[src/rtl/frame_stream_decoder.sv]
`default_nettype none
//==============================================================================
// Module   : frame_stream_decoder
// Brief    : Pops 17-bit framed words from the camera FIFO, validates frame
//            geometry and emits pixels with x/y on a valid/ready interface.
// Revision : 1.0
//==============================================================================
module frame_stream_decoder #(
  parameter int FRAME_WIDTH  = 480,
  parameter int FRAME_HEIGHT = 272,
  parameter int X_BITS       = 10,
  parameter int Y_BITS       = 9
) (
  input  logic              clk,
  input  logic              reset,
  output logic              queue_rd_en,
  input  logic              queue_empty,
  input  logic [16:0]       queue_data,
  output logic              pix_valid,
  input  logic              pix_ready,
  output logic [15:0]       pix_data,
  output logic [X_BITS-1:0] pix_x,
  output logic [Y_BITS-1:0] pix_y,
  output logic              pix_sof,
  output logic              pix_eol,
  output logic              frame_done,
  output logic              err,
  output logic [2:0]        err_code,
  output logic [15:0]       frame_count
);

  localparam logic [16:0]       c_frame_start = 17'h10000;
  localparam logic [16:0]       c_row_start   = 17'h10001;
  localparam logic [16:0]       c_frame_end   = 17'h1FFFF;
  localparam logic [X_BITS-1:0] c_x_last      = X_BITS'(FRAME_WIDTH - 1);
  localparam logic [Y_BITS-1:0] c_y_rows      = Y_BITS'(FRAME_HEIGHT);

  generate
    if (X_BITS < $clog2(FRAME_WIDTH)) begin : g_x_bits_check
      $error("X_BITS too narrow for FRAME_WIDTH");
    end
    if (Y_BITS < $clog2(FRAME_HEIGHT + 1)) begin : g_y_bits_check
      $error("Y_BITS too narrow for FRAME_HEIGHT");
    end
  endgenerate

  typedef enum logic [1:0] {
    S_WAIT_FRAME = 2'd0,
    S_WAIT_ROW   = 2'd1,
    S_PIXELS     = 2'd2
  } state_t;

  typedef struct packed {
    logic [15:0]       data;
    logic [X_BITS-1:0] x;
    logic [Y_BITS-1:0] y;
    logic              sof;
    logic              eol;
  } pix_t;

  state_t            r_state;
  logic [X_BITS-1:0] r_x;
  logic [Y_BITS-1:0] r_y;
  logic              r_rd_pending;
  logic [1:0]        r_count;
  pix_t              r_head;
  pix_t              r_tail;
  logic              r_err;
  logic [2:0]        r_err_code;
  logic              r_frame_done;
  logic [15:0]       r_frame_count;

  logic       w_is_ctrl;
  logic       w_is_fs;
  logic       w_is_rs;
  logic       w_is_fe;
  logic       w_is_bad;
  logic       w_push;
  logic       w_accept;
  logic [2:0] w_level;
  pix_t       w_new;

  assign w_is_ctrl = queue_data[16];
  assign w_is_fs   = (queue_data == c_frame_start);
  assign w_is_rs   = (queue_data == c_row_start);
  assign w_is_fe   = (queue_data == c_frame_end);
  assign w_is_bad  = w_is_ctrl && !w_is_fs && !w_is_rs && !w_is_fe;

  assign w_push   = r_rd_pending && (r_state == S_PIXELS) && !w_is_ctrl;
  assign w_new    = {queue_data[15:0], r_x, r_y,
                     (r_x == '0) && (r_y == '0), (r_x == c_x_last)};
  assign w_accept = pix_valid && pix_ready;

  // Slots still committed after this cycle; the beat leaving downstream frees one now.
  assign w_level     = 3'(r_count) + 3'(r_rd_pending) - 3'(w_accept);
  assign queue_rd_en = !reset && !queue_empty && (w_level < 3'd2);

  assign pix_valid   = (r_count != 2'd0);
  assign pix_data    = r_head.data;
  assign pix_x       = r_head.x;
  assign pix_y       = r_head.y;
  assign pix_sof     = r_head.sof;
  assign pix_eol     = r_head.eol;
  assign err         = r_err;
  assign err_code    = r_err_code;
  assign frame_done  = r_frame_done;
  assign frame_count = r_frame_count;

  always_ff @(posedge clk) begin
    if (reset) begin
      r_rd_pending <= 1'b0;
    end else begin
      r_rd_pending <= queue_rd_en;
    end
  end

  always_ff @(posedge clk) begin
    if (reset) begin
      r_count <= 2'd0;
      r_head  <= '0;
      r_tail  <= '0;
    end else begin
      case ({w_push, w_accept})
        2'b10: begin
          if (r_count == 2'd0) r_head <= w_new;
          else                 r_tail <= w_new;
          r_count <= r_count + 2'd1;
        end
        2'b01: begin
          r_head  <= r_tail;
          r_count <= r_count - 2'd1;
        end
        2'b11: begin
          if (r_count == 2'd1) begin
            r_head <= w_new;
          end else begin
            r_head <= r_tail;
            r_tail <= w_new;
          end
        end
        default: ;
      endcase
    end
  end

  always_ff @(posedge clk) begin
    if (reset) begin
      r_state       <= S_WAIT_FRAME;
      r_x           <= '0;
      r_y           <= '0;
      r_err         <= 1'b0;
      r_err_code    <= 3'd0;
      r_frame_done  <= 1'b0;
      r_frame_count <= 16'd0;
    end else begin
      r_err        <= 1'b0;
      r_frame_done <= 1'b0;
      if (r_rd_pending) begin
        if (w_is_bad && (r_state != S_WAIT_FRAME)) begin
          r_err      <= 1'b1;
          r_err_code <= 3'd6;
          r_state    <= S_WAIT_FRAME;
        end else begin
          case (r_state)
            S_WAIT_FRAME: begin
              if (w_is_fs) begin
                r_state <= S_WAIT_ROW;
                r_y     <= '0;
              end
            end
            S_WAIT_ROW: begin
              if (w_is_rs) begin
                if (r_y < c_y_rows) begin
                  r_state <= S_PIXELS;
                  r_x     <= '0;
                end else begin
                  r_err      <= 1'b1;
                  r_err_code <= 3'd4;
                  r_state    <= S_WAIT_FRAME;
                end
              end else if (w_is_fe) begin
                if (r_y == c_y_rows) begin
                  r_frame_done  <= 1'b1;
                  r_frame_count <= r_frame_count + 16'd1;
                end else begin
                  r_err      <= 1'b1;
                  r_err_code <= 3'd3;
                end
                r_state <= S_WAIT_FRAME;
              end else if (w_is_fs) begin
                r_err      <= 1'b1;
                r_err_code <= 3'd5;
                r_y        <= '0;
              end else begin
                r_err      <= 1'b1;
                r_err_code <= 3'd1;
                r_state    <= S_WAIT_FRAME;
              end
            end
            S_PIXELS: begin
              if (!w_is_ctrl) begin
                if (r_x == c_x_last) begin
                  r_y     <= r_y + Y_BITS'(1);
                  r_state <= S_WAIT_ROW;
                end else begin
                  r_x <= r_x + X_BITS'(1);
                end
              end else if (w_is_fs) begin
                r_err      <= 1'b1;
                r_err_code <= 3'd5;
                r_y        <= '0;
                r_state    <= S_WAIT_ROW;
              end else begin
                r_err      <= 1'b1;
                r_err_code <= 3'd2;
                r_state    <= S_WAIT_FRAME;
              end
            end
            default: r_state <= S_WAIT_FRAME;
          endcase
        end
      end
    end
  end

endmodule
`default_nettype wire

[config.mk]
export PLATFORM = sky130hd
export DESIGN_NAME = frame_stream_decoder
export DESIGN_NICKNAME = d
export VERILOG_FILES = /design/src/rtl/frame_stream_decoder.sv
export SDC_FILE = /design/constraint.sdc
export NUM_CORES = 1
export LEC_CHECK = 0
export CAP_MARGIN = 20
export CORE_ASPECT_RATIO = 0.8
export CORE_UTILIZATION = 50
export CTS_CLUSTER_DIAMETER = 120
export DETAILED_ROUTE_END_ITERATION = 8
export PLACE_DENSITY = 0.71
export SLEW_MARGIN = 20
export SYNTH_ARGS = -nofsm -noshare
export SYNTH_HDL_FRONTEND = slang
export SYNTH_SLANG_ARGS = --single-unit
[constraint.sdc]
create_clock -name clk -period 4.1 [get_ports clk]
set_input_delay 0.615 -clock clk [delete_from_list [all_inputs] [get_ports clk]]
set_output_delay 0.615 -clock clk [all_outputs]
set_load 0.02 [all_outputs]
==> flow_metrics.py, run 1 <==
metrics = {
    "final_layout": {
        "ff_latch_area_um2": 2380,
        "multi_input_area_um2": 2880,
        "layout.nets": 771,
        "stdcell_count": 887,
        "drive_gt1_share_pct": 6.69,
        "final_util_pct": 67.1,
        "n_antenna_cell": 0,
        "fill_cells": 882,
        "syn2layout_area_growth_pct": 27.5,
        "design_area_um2": 7030,
    },
    "hold_path": {
        "holdPathEnd": "r_tail[1]",
        "hold_class": "flip-flop to flip-flop",
        "hp-start": "r_tail[1]",
        "holdPathStages": 2,
    },
    "status": {
        "status": "finished clean",
    },
    "timing": {
        "clock_skew_ns": 0.00547,
        "timing_worst_slew_pin_value_ns": 1.03,
        "post-route-min-period_ns": 3.61,
        "timing.fmax_ghz": 0.277,
        "setup_viol": 0,
        "relSlewSlack_pct": 31.3,
        "whs_ns": 0.451,
        "post-route-period-util_pct": 88.0,
        "hold_viol": 0,
        "drv_slew": 0,
        "finalSetupTns_ns": 0,
        "rsz0062_at_grt": "false",
    },
    "drt": {
        "drc_errors": 0,
        "post_drt_wl_per_cell_um": 16.1,
        "first_pass_iters": 4,
        "totalWireLength_mm": 14.3,
        "vias": 5160,
        "final_antenna_net_count": 0,
        "via_per_inst": 5.82,
        "drt-initial-drc-count": 488,
    },
    "worst_setup_path": {
        "crit_path_max_fanout": 4,
        "cp.required_ns": 3.48,
        "worstReg2RegStart": "r_state[0]",
        "startpoint_type": "flip-flop",
        "critPathArrivalTime_ns": 2.99,
        "reg2reg_depth": 9,
        "cp-end-kind": "primary output",
        "r2r_slack_ns": 1.28,
        "regToRegEndpoint": "r_tail[13]",
        "path_class": "flip-flop to primary output",
    },
    "synthesis": {
        "syn_area_um2": 5520,
        "yosysUniqueCellTypes": 59,
        "synth_enable_flop_cells": 0,
        "syn_nets": 709,
        "synth_top_area_share_pct": 43.2,
        "ys_seq_elements": 119,
        "synthArstFlopShare_pct": 0,
        "synthesis.instances": 672,
        "yosysSeqAreaShare_pct": 43.2,
        "ys_warn_count": 0,
        "synthFlopType": "dfxtp_1",
        "avgSynthCellArea_um2": 8.21,
        "synth_area_leaders": "dfxtp_1 43%, nand2_1 6.7%, nor2_1 5.7%",
        "synth_area_leader_cell": "dfxtp_1",
    },
    "grt": {
        "grt.total_usage_pct": 25.8,
        "grt-ovfl-total": 0,
        "antenna_found_initial": 0,
        "grt_max_degree": 75,
        "first_global_vias": 4568,
        "grt_pass1_wl_mm": 23.2,
    },
    "clock_network": {
        "cts.sinks": 119,
        "clock_path_buffers": 2,
        "clk_latency_ns": 0.41,
        "hold_buffers": 0,
        "cts_tree": "yes",
        "root_buffer": "clkbuf_16",
        "cts_max_level": 4,
        "cts_made_buffers": 17,
        "clkTransAtPathRegs_ns": 0.05,
    },
    "pwr": {
        "power_leakage_uw": 0.00226,
        "peakVddDrop_v": 0.000284,
        "p_clk_share_pct": 49.1,
        "intPower_uw": 2450,
        "power.net_switching_uw": 791,
        "switching_share_pct": 24.4,
        "power_density_nw_per_um2": 461,
        "pwr-share-seq_pct": 38.3,
        "combPwrFrac_pct": 12.6,
    },
    "place": {
        "place_inst": 855,
        "place.gp.congestion": 0.917,
        "placed_area_um2": 6390,
        "hpwl_mm": 9.32,
        "port_buffers": 80,
    },
    "floorplan": {
        "rows": 33,
        "dieArea_um2": 11500,
        "fp.dieW_um": 119,
        "coreArea_um2": 10500,
        "pin_count": 81,
        "die_h_um": 96.0,
        "start_util_pct": 52.6,
    },
    "run": {
        "cap_violations": 0,
    },
}
[kinds of logic (layout without fill, tap and decap cells)]
group | Yosys count | after routing | share of synthesized area [%]
XOR/XNOR | 26 | 26 | 4.13
flip-flops | 119 | 119 | 43.2
AND/OR/NAND/NOR | 279 | 279 | 23.6
adder cells (fa/ha/maj) | 16 | 16 | 3.77
buffers and inverters | 69 | 144 | 5.06
multiplexers | 2 | 2 | 0.363
AO/OA/AOI/OAI | 161 | 161 | 19.9
[registers in the layout, summed over array words and instances, names as in the netlist, 2 cells and up]
| name | cells |
|---|---|
| r_y | 9 |
| pix_y | 9 |
| r_count | 2 |
| frame_count | 16 |
| r_state | 2 |
| err_code | 3 |
| r_x | 10 |
| r_tail | 37 |
| pix_data | 16 |
| pix_x | 10 |
[per-stage QoR]
| stage | setup slack (ns) | power [uW] |
|---|---|---|
| floorplan | 0.796 | 1500 |
| global placement | 0.283 | 1670 |
| detailed placement | 0.226 | 1670 |
| CTS | 0.0446 | 3260 |
| global route | 0.222 | 3370 |
| finish | 0.493 | 3240 |
[cells in the mapped netlist, types with 2 or more instances]
| cell type | count |
|---|---|
| nand3_1 | 17 |
| nand4_1 | 9 |
| nor3b_1 | 4 |
| o21ai_1 | 2 |
| o31ai_1 | 8 |
| dfxtp_1 | 119 |
| ha_1 | 15 |
| and2_1 | 3 |
| a31oi_1 | 2 |
| o21ai_0 | 3 |
| a32o_1 | 2 |
| xor2_1 | 4 |
| o41ai_1 | 2 |
| a211oi_1 | 40 |
| nor4_1 | 13 |
| nand2_1 | 99 |
| o21a_1 | 2 |
| nor4b_1 | 3 |
| buf_1 | 3 |
| buf_2 | 7 |
| nor3_1 | 18 |
| nand2b_1 | 3 |
| xnor2_1 | 22 |
| mux2i_1 | 2 |
| nor2b_1 | 3 |
| or4_1 | 4 |
| and3_1 | 3 |
| a22oi_1 | 38 |
| clkbuf_1 | 34 |
| o32ai_1 | 2 |
| nor4_2 | 2 |
| inv_1 | 22 |
| a21oi_1 | 49 |
| or3_1 | 5 |
| nor2_1 | 84 |
[critical path, cell delays in order (launching register included)]
cell            delay [ns]
dfxtp_1               0.38
inv_1                 0.10
ha_1                  0.20
inv_1                 0.13
nand2_1               0.16
inv_1                 0.17
ha_1                  0.24
nand2b_1              0.15
fa_1                  0.39
xor2_1                0.16
nor4b_1               0.24
dlymetal6s2s_1        0.26
[timing repair]
action                     in CTS  in global routing
buffers inserted                0                  0
resized for setup               0                  1
setup endpoints to repair       0                  1
[cells in the final DEF, fill, tap and decap left out, types with 18 or more instances in the layout]
cell and instances:
inv_1 22, nand2_1 99, a22oi_1 38, dfxtp_1 119
nor2_1 83, nor3_1 18, a21oi_1 49, xnor2_1 22
a211oi_1 40, clkdlybuf4s50_1 78
[routing by layer]
layer	track usage (%)	part of all wire [%]	vias up
met5	0	0	-
met4	8.33	0.94	0
met3	5.75	5.5	14
met2	40.4	44	168
met1	35.6	49	2456
li1	-	-	2522
[cell type report]
type	count	share of cell area, %
Sequential cell	119	33.9
Tap cell	140	2.49
Clock buffer	21	6.69
Clock inverter	11	2.44
Multi-Input combinational cell	484	40.9
Timing Repair Buffer	89	12.3
Inverter	23	1.23
[worst max-delay path by stage]
stage,start,to,slack [ns]
6_report,r_count[1],queue_rd_en,0.49
5_1_grt,r_count[1],queue_rd_en,0.22
4_1_cts,r_count[1],queue_rd_en,0.04
3_5_place_dp,pix_ready,queue_rd_en,0.23
3_3_place_gp,pix_ready,queue_rd_en,0.28
2_1_floorplan,r_count[1],queue_rd_en,0.80
[power groups by stage]
stage,clock (uW),combinational [uW],sequential (uW)
global route,1670,445,1250
CTS,1610,410,1240
global placement,0,402,1260
finish,1590,409,1240
detailed placement,0,408,1270
floorplan,0,185,1320
No activity file was read; power rests on OpenSTA's default activity.
==> run 2: changes to the inputs <==
--- a/config.mk
+++ b/config.mk
@@ -5,7 +5,6 @@
 export SDC_FILE = /design/constraint.sdc
 export NUM_CORES = 1
 export LEC_CHECK = 0
-export CAP_MARGIN = 20
 export CORE_ASPECT_RATIO = 0.8
 export CORE_UTILIZATION = 50
 export CTS_CLUSTER_DIAMETER = 120
==> results of run 2 <==
Same layout as run 1: the final DEF is identical, and so are final timing and power.
